File: src/rtl/div_ctrl_pkg.sv
// Shared types and sizing for the divider issue controller.
// Holds the FSM state encoding and the default widths and watchdog limit.
package div_ctrl_pkg;

    localparam int DIV_WIDTH   = 32;
    localparam int DIV_TAG_W   = 5;
    localparam int DIV_TIMEOUT = 40;
    localparam int DIV_CNT_W   = $clog2(DIV_TIMEOUT + 1);

    typedef enum logic [1:0] {
        ST_IDLE   = 2'd0,
        ST_LAUNCH = 2'd1,
        ST_WAIT   = 2'd2,
        ST_RESP   = 2'd3
    } div_state_e;

endpackage

File: src/rtl/div_sign_fix.sv
// Conditional two's-complement negate, used for operand magnitudes and
// for restoring the sign of the quotient.
module div_sign_fix #(
    parameter int WIDTH = 32
) (
    input  logic [WIDTH-1:0] i_val,
    input  logic             i_neg,
    output logic [WIDTH-1:0] o_val
);

    assign o_val = i_neg ? (~i_val + {{(WIDTH-1){1'b0}}, 1'b1}) : i_val;

endmodule

File: src/rtl/div_issue_ctrl.sv
// Issue side of the iterative unsigned divider: accepts one op, handles sign
// and special cases, launches the divider, watches it, and returns the result.
module div_issue_ctrl
    import div_ctrl_pkg::*;
#(
    parameter int WIDTH   = DIV_WIDTH,
    parameter int TAG_W   = DIV_TAG_W,
    parameter int TIMEOUT = DIV_TIMEOUT
) (
    input  logic             clock,
    input  logic             reset,
    input  logic             req_valid,
    output logic             req_ready,
    input  logic [WIDTH-1:0] req_dividend,
    input  logic [WIDTH-1:0] req_divisor,
    input  logic             req_signed,
    input  logic [TAG_W-1:0] req_tag,
    output logic             stall,
    output logic             div_start,
    output logic [WIDTH-1:0] div_dividend,
    output logic [WIDTH-1:0] div_divisor,
    input  logic             div_rdy,
    input  logic [WIDTH-1:0] div_quotient,
    input  logic             div_exc,
    output logic             rsp_valid,
    input  logic             rsp_ready,
    output logic [WIDTH-1:0] rsp_quotient,
    output logic             rsp_exc,
    output logic             rsp_timeout,
    output logic [TAG_W-1:0] rsp_tag
);

    localparam int CNT_W = $clog2(TIMEOUT + 1);
    localparam logic [WIDTH-1:0] MIN_NEG = {1'b1, {(WIDTH-1){1'b0}}};

    div_state_e        r_state;
    logic [CNT_W-1:0]  r_cnt;
    logic [WIDTH-1:0]  r_dividend;
    logic [WIDTH-1:0]  r_divisor;
    logic [WIDTH-1:0]  r_quot;
    logic              r_neg_q;
    logic              r_exc;
    logic              r_timeout;
    logic [TAG_W-1:0]  r_tag;

    logic              w_sgn_a;
    logic              w_sgn_b;
    logic [WIDTH-1:0]  w_mag_a;
    logic [WIDTH-1:0]  w_mag_b;
    logic [WIDTH-1:0]  w_q_fix;
    logic              w_div_zero;
    logic              w_ovf;
    logic [CNT_W-1:0]  w_cnt_nxt;
    logic              w_rdy_ok;

    assign w_sgn_a    = req_signed & req_dividend[WIDTH-1];
    assign w_sgn_b    = req_signed & req_divisor[WIDTH-1];
    assign w_div_zero = (req_divisor == '0);
    assign w_ovf      = req_signed && (req_dividend == MIN_NEG) && (req_divisor == '1);
    assign w_cnt_nxt  = r_cnt + {{(CNT_W-1){1'b0}}, 1'b1};
    // The first WAIT cycle may still see the flag left over from the previous op.
    assign w_rdy_ok   = div_rdy && (r_cnt != '0);

    div_sign_fix #(.WIDTH(WIDTH)) u_fix_a (.i_val(req_dividend), .i_neg(w_sgn_a), .o_val(w_mag_a));
    div_sign_fix #(.WIDTH(WIDTH)) u_fix_b (.i_val(req_divisor),  .i_neg(w_sgn_b), .o_val(w_mag_b));
    div_sign_fix #(.WIDTH(WIDTH)) u_fix_q (.i_val(div_quotient), .i_neg(r_neg_q), .o_val(w_q_fix));

    always_ff @(posedge clock or posedge reset) begin
        if (reset) begin
            r_state    <= ST_IDLE;
            r_cnt      <= '0;
            r_dividend <= '0;
            r_divisor  <= '0;
            r_quot     <= '0;
            r_neg_q    <= 1'b0;
            r_exc      <= 1'b0;
            r_timeout  <= 1'b0;
            r_tag      <= '0;
        end else begin
            case (r_state)
                ST_IDLE: begin
                    if (req_valid) begin
                        r_tag      <= req_tag;
                        r_dividend <= w_mag_a;
                        r_divisor  <= w_mag_b;
                        r_neg_q    <= w_sgn_a ^ w_sgn_b;
                        r_timeout  <= 1'b0;
                        if (w_div_zero) begin
                            r_quot  <= '0;
                            r_exc   <= 1'b1;
                            r_state <= ST_RESP;
                        end else if (w_ovf) begin
                            r_quot  <= MIN_NEG;
                            r_exc   <= 1'b1;
                            r_state <= ST_RESP;
                        end else begin
                            r_exc   <= 1'b0;
                            r_state <= ST_LAUNCH;
                        end
                    end
                end
                ST_LAUNCH: begin
                    r_cnt   <= '0;
                    r_state <= ST_WAIT;
                end
                ST_WAIT: begin
                    r_cnt <= w_cnt_nxt;
                    // A result arriving on the watchdog's last cycle still counts.
                    if (w_rdy_ok) begin
                        r_quot  <= w_q_fix;
                        r_exc   <= div_exc;
                        r_state <= ST_RESP;
                    end else if (w_cnt_nxt == CNT_W'(TIMEOUT)) begin
                        r_quot    <= '0;
                        r_exc     <= 1'b1;
                        r_timeout <= 1'b1;
                        r_state   <= ST_RESP;
                    end
                end
                ST_RESP: begin
                    if (rsp_ready) r_state <= ST_IDLE;
                end
                default: r_state <= ST_IDLE;
            endcase
        end
    end

    assign req_ready    = (r_state == ST_IDLE);
    assign stall        = (r_state != ST_IDLE);
    assign div_start    = (r_state == ST_LAUNCH);
    assign rsp_valid    = (r_state == ST_RESP);
    assign div_dividend = r_dividend;
    assign div_divisor  = r_divisor;
    assign rsp_quotient = r_quot;
    assign rsp_exc      = r_exc;
    assign rsp_timeout  = r_timeout;
    assign rsp_tag      = r_tag;

endmodule

File: config.mk
export PLATFORM = sky130hd
export DESIGN_NAME = div_issue_ctrl
export DESIGN_NICKNAME = d
export VERILOG_FILES = /design/src/rtl/div_ctrl_pkg.sv /design/src/rtl/div_sign_fix.sv /design/src/rtl/div_issue_ctrl.sv
export SDC_FILE = /design/constraint.sdc
export NUM_CORES = 1
export LEC_CHECK = 0
export CAP_MARGIN = 20
export CORE_MARGIN = 2
export CORE_UTILIZATION = 48
export CTS_BUF_LIST = sky130_fd_sc_hd__clkbuf_4
export CTS_CLUSTER_SIZE = 25
export DETAILED_ROUTE_END_ITERATION = 16
export GPL_TIMING_DRIVEN = 0
export PLACE_DENSITY = 0.83
export SLEW_MARGIN = 40
export SYNTH_ARGS = -nofsm -noshare
export SYNTH_HDL_FRONTEND = slang
export SYNTH_SLANG_ARGS = --single-unit
File: constraint.sdc
create_clock -name clock -period 4.4 [get_ports clock]
set_clock_uncertainty 0.1 [all_clocks]
set_input_delay 1.1 -clock clock [delete_from_list [all_inputs] [get_ports clock]]
set_output_delay 1.1 -clock clock [all_outputs]
set_load 0.005 [all_outputs]
==> flow_results.org <==
** Status
- Outcome :: finished clean

** Routing
- After detailed routing, the total wire length is 18900 um.
- After detailed routing, the average wire length per cell comes to 16.8 um.
- The count of nets left with antenna violations once routing finished came out at 0.
- Vias after detailed routing :: between 6000 and 7000
- The first routing iteration left about 390 violations.
- In the routed layout, each cell is associated on average with a via count of between 5 and 6.
- Detailed-router iteration count before antenna repair :: 5
- After detailed routing, the number of remaining DRC violations is 0.

** CTS
- Hold-fix buffers at CTS :: 0
- Clock-pin slew on the worst setup and hold paths :: about 160 ps
- Post-CTS Setup Bufs :: 0
- The tree is rooted in a clkbuf_4.
- Clock latency on the worst-skew pair, taken at its later pin, is about 500 ps.
- TritonCTS built the clock tree.
- Clock tree buffer depth :: 2
- CTS saw approximately 110 sinks.
- The H-tree was split into 3 levels.
- Gates resized, CTS repair :: 0
- Buffers inserted during clock tree synthesis total 9.

** Yosys
- Yosys warns :: 0
- The cell count after synthesis came out at just over 700.
- Xor-xnor portion of the synthesized cell area :: 0.113
- Number of flops mapped to enable cells by yosys :: 0
- Ranking of synthesized cells by instance count :: dfrtp_1 (112), nand2_1 (88), o21ai_0 (88)
- Average footprint of a synthesized cell :: 9.34 um^2
- After synthesis, the cell types taking the most area are dfrtp_1 (42%), mux2_4 (6.7%), o21ai_0 (6.6%).
- Counting flops with an async set or reset pin after synthesis yields a share of 1.00.
- Post-synth top area share :: 0.420
- Multiplexer area fraction after synthesis :: 0.0901
- The share of the Yosys chip area taken by registers is 0.420.
- Post-Synth Adder-Cell Area :: 0.0187
- After synthesis the netlist holds a flip-flop and latch count of 112.
- Area share of and/or/nand/nor cells after synthesis :: 0.179
- Largest family of logic cells by synthesized area :: simple AND/OR/NAND/NOR gates
- The biggest area contributor in the post-synthesis netlist is dfrtp_1.
- Synthesized-area fraction occupied by ao, oa, aoi and oai cells :: 0.144
- Library cell with the highest instance count after synthesis :: dfrtp_1
- Post-synthesis net count :: approximately 830
- Most frequently used flop master after synthesis :: dfrtp_1
- Cell area after technology mapping :: 0.00668 mm^2
- Distinct cell type count of the synthesized netlist :: 45

** Floorplan
- The floorplan step set the die height to around 120 um.
- The floorplan step set the die width to around 120 um.
- Area enclosed by the die boundary :: 0.0149 mm^2
- Row count :: 43
- The initial utilization of the core area, before any placement, comes to 0.487.
- Number of top-level pins :: approximately 220
- Area of the placeable core :: 0.0137 mm^2

** Timing
- Unrepaired setup endpoints after global routing :: false
- Final number of setup-violating endpoints :: 0
- Max-slew headroom :: 0.454
- For the pin with the worst max-slew slack, the measured transition is between 800 and 900 ps.
- For this run, the top clock speed supported by timing is 246 MHz.
- PnR worst setup slack :: about 330 ps
- Final worst-path cycle share :: 0.925
- Hold slack final :: between 400 and 500 ps
- Pins Over Slew Limit :: 0
- Hold Violations, Final :: 0
- Min cycle time layout :: 4070 ps

** Hold path
- The path class of the tightest hold or removal check is reg -> reg.

** Job
- Across the run, the number of max-cap violations was 0.

** Critical path
- The worst setup path is launched from a primary input.
- Slowest CP cell :: or4_4
- Critical-path maximum fanout :: 10
- The worst setup path is of the in -> reg kind.
- At the worst endpoint, the required time is approximately 4700 ps.
- Data arrival time of the critical path :: 4360 ps
- STA classifies the critical path endpoint as a register.
- Crit-path max cell delay :: roughly 640 ps
- Walking the worst path, the cells encountered are clkdlybuf4s50_1 > or4_1 > nor4_1 > nand3_1 > or4_4 > a21o_4 > buf_12 > mux2_4.

** GRT
- Largest net degree at the start of global routing :: between 60 and 70
- Wire length of the first global-routing pass :: 30000 um
- For this run the aggregate overflow at the end of global routing stands at 0.
- Vias in the first global route :: 6082
- Antenna violations before repair :: 1
- Total track usage :: 0.255

** Place
- Buffers placed on the I/O ports in this run total between 200 and 250.
- Once detailed placement completed, the half-perimeter wirelength came to 14400 um.
- Routability Congestion :: around 0.89
- Pre-CTS worst setup slack :: -138 ps

** Final layout
- For this run, the post-layout net count is approximately 1100.
- Filler cell count :: ~1100
- Layout cell share with drive strength beyond 1 :: 0.0762
- Relative to the synthesized area, the layout overhead comes to 38.6%.

** Pwr
- Across the VDD grid, the largest voltage drop is 292 uV.
- Lkg Pwr :: around 3.8 nW
- In this run the power density over the cells is 516 mW/mm^2.
## critical path, delay by kind of cell
| kind | cells | cell delay (ps) |
|---|---|---|
| mux | 1 | 300 |
| compound gates | 1 | 290 |
| simple gates | 4 | 2030 |
| buf+inv | 2 | 630 |
## registers in the layout (all words and copies together), names as in the netlist
signal,flops
rsp_tag,5
rsp_exc,1
div_dividend,32
r_cnt,6
r_state,2
div_divisor,32
r_neg_q,1
rsp_quotient,32
rsp_timeout,1
## cell type report
type	instances	area, um^2	area share
timing repair buffer	215	2170	0.234
buffer	33	173	0.0187
clock buffer	10	75.1	0.00811
antenna	1	2.50	0.000270
sequential	112	2800	0.303
clock inverter	5	82.6	0.00892
tap	180	225	0.0243
multi-input combinational	551	3650	0.394
inverter	19	78.8	0.00852
## path summary, 6_finish.rpt
| check | to | depth (start not counted) | slack [ps] | start |
|---|---|---|---|---|
| max in group asynchronous | div_divisor[6] | 3 | 2710 | reset |
| min reg2reg | div_dividend[27] | 2 | 400 | div_dividend[27] |
| max | rsp_quotient[27] | 8 | 330 | req_dividend[12] |
| max reg2reg | rsp_quotient[27] | 9 | 1730 | r_cnt[0] |
| min | div_dividend[27] | 2 | 400 | div_dividend[27] |
| min in group asynchronous | rsp_quotient[12] | 2 | 860 | reset |
## placed cells by master (no fill, tap or decap), types with 5 or more instances in the layout
cell,count
dfrtp_1,112
nor3_1,9
clkbuf_1,30
clkdlybuf4s50_1,214
nor2_1,68
clkbuf_4,10
or4_1,5
mux2_4,30
xnor2_1,36
a21oi_1,26
nand2_1,88
nor2b_1,6
mux2_2,9
o21ai_0,88
mux2i_1,5
nor4_1,14
o41ai_1,14
or3_1,7
inv_1,18
nand4_1,10
o31ai_1,20
nand2b_1,6
nand3_1,12
ha_1,10
xor2_1,50
## power by group
group / internal, mW / switching (mW) / leakage (nW) / total (mW)
combinational: 1.43 / 1.09 / 2.27 / 2.51
clock: 0.235 / 0.351 / 0.0864 / 0.586
sequential: 1.44 / 0.241 / 1.45 / 1.68
total: 3.10 / 1.68 / 3.80 / 4.78
## cells by family (layout without fill, tap and decap cells)
kind of cell	after synthesis	in the layout
adder cells (fa/ha/maj)	10	10
XOR/XNOR	86	86
flip-flops	112	112
multiplexers	44	44
other	0	1
buffers and inverters	52	282
AND/OR/NAND/NOR	249	249
AO/OA/AOI/OAI	162	162
## metal layers
layer,routed length [um],GRT usage,share of wire,vias up
met3,1570,0.0651,0.083,33
met1,7960,0.320,0.42,2992
met4,451,0.0934,0.024,0
li1,-,-,-,2967
met2,8920,0.424,0.47,245
met5,0,0,0,-
## per-stage QoR
stage          area, um^2  TNS [ps]   util  power [mW]  cells
2_1_floorplan        6680         0      -        2.93    715
3_3_place_gp         9050   -167280  0.659        4.16   1109
3_5_place_dp         9090     -3880  0.662        4.22   1110
4_1_cts              9250         0  0.674        4.81   1125
5_1_grt              9260         0  0.675        5.12   1126
6_report             9260         0  0.675        4.78   1126
(Power assumes the default switching activity.)
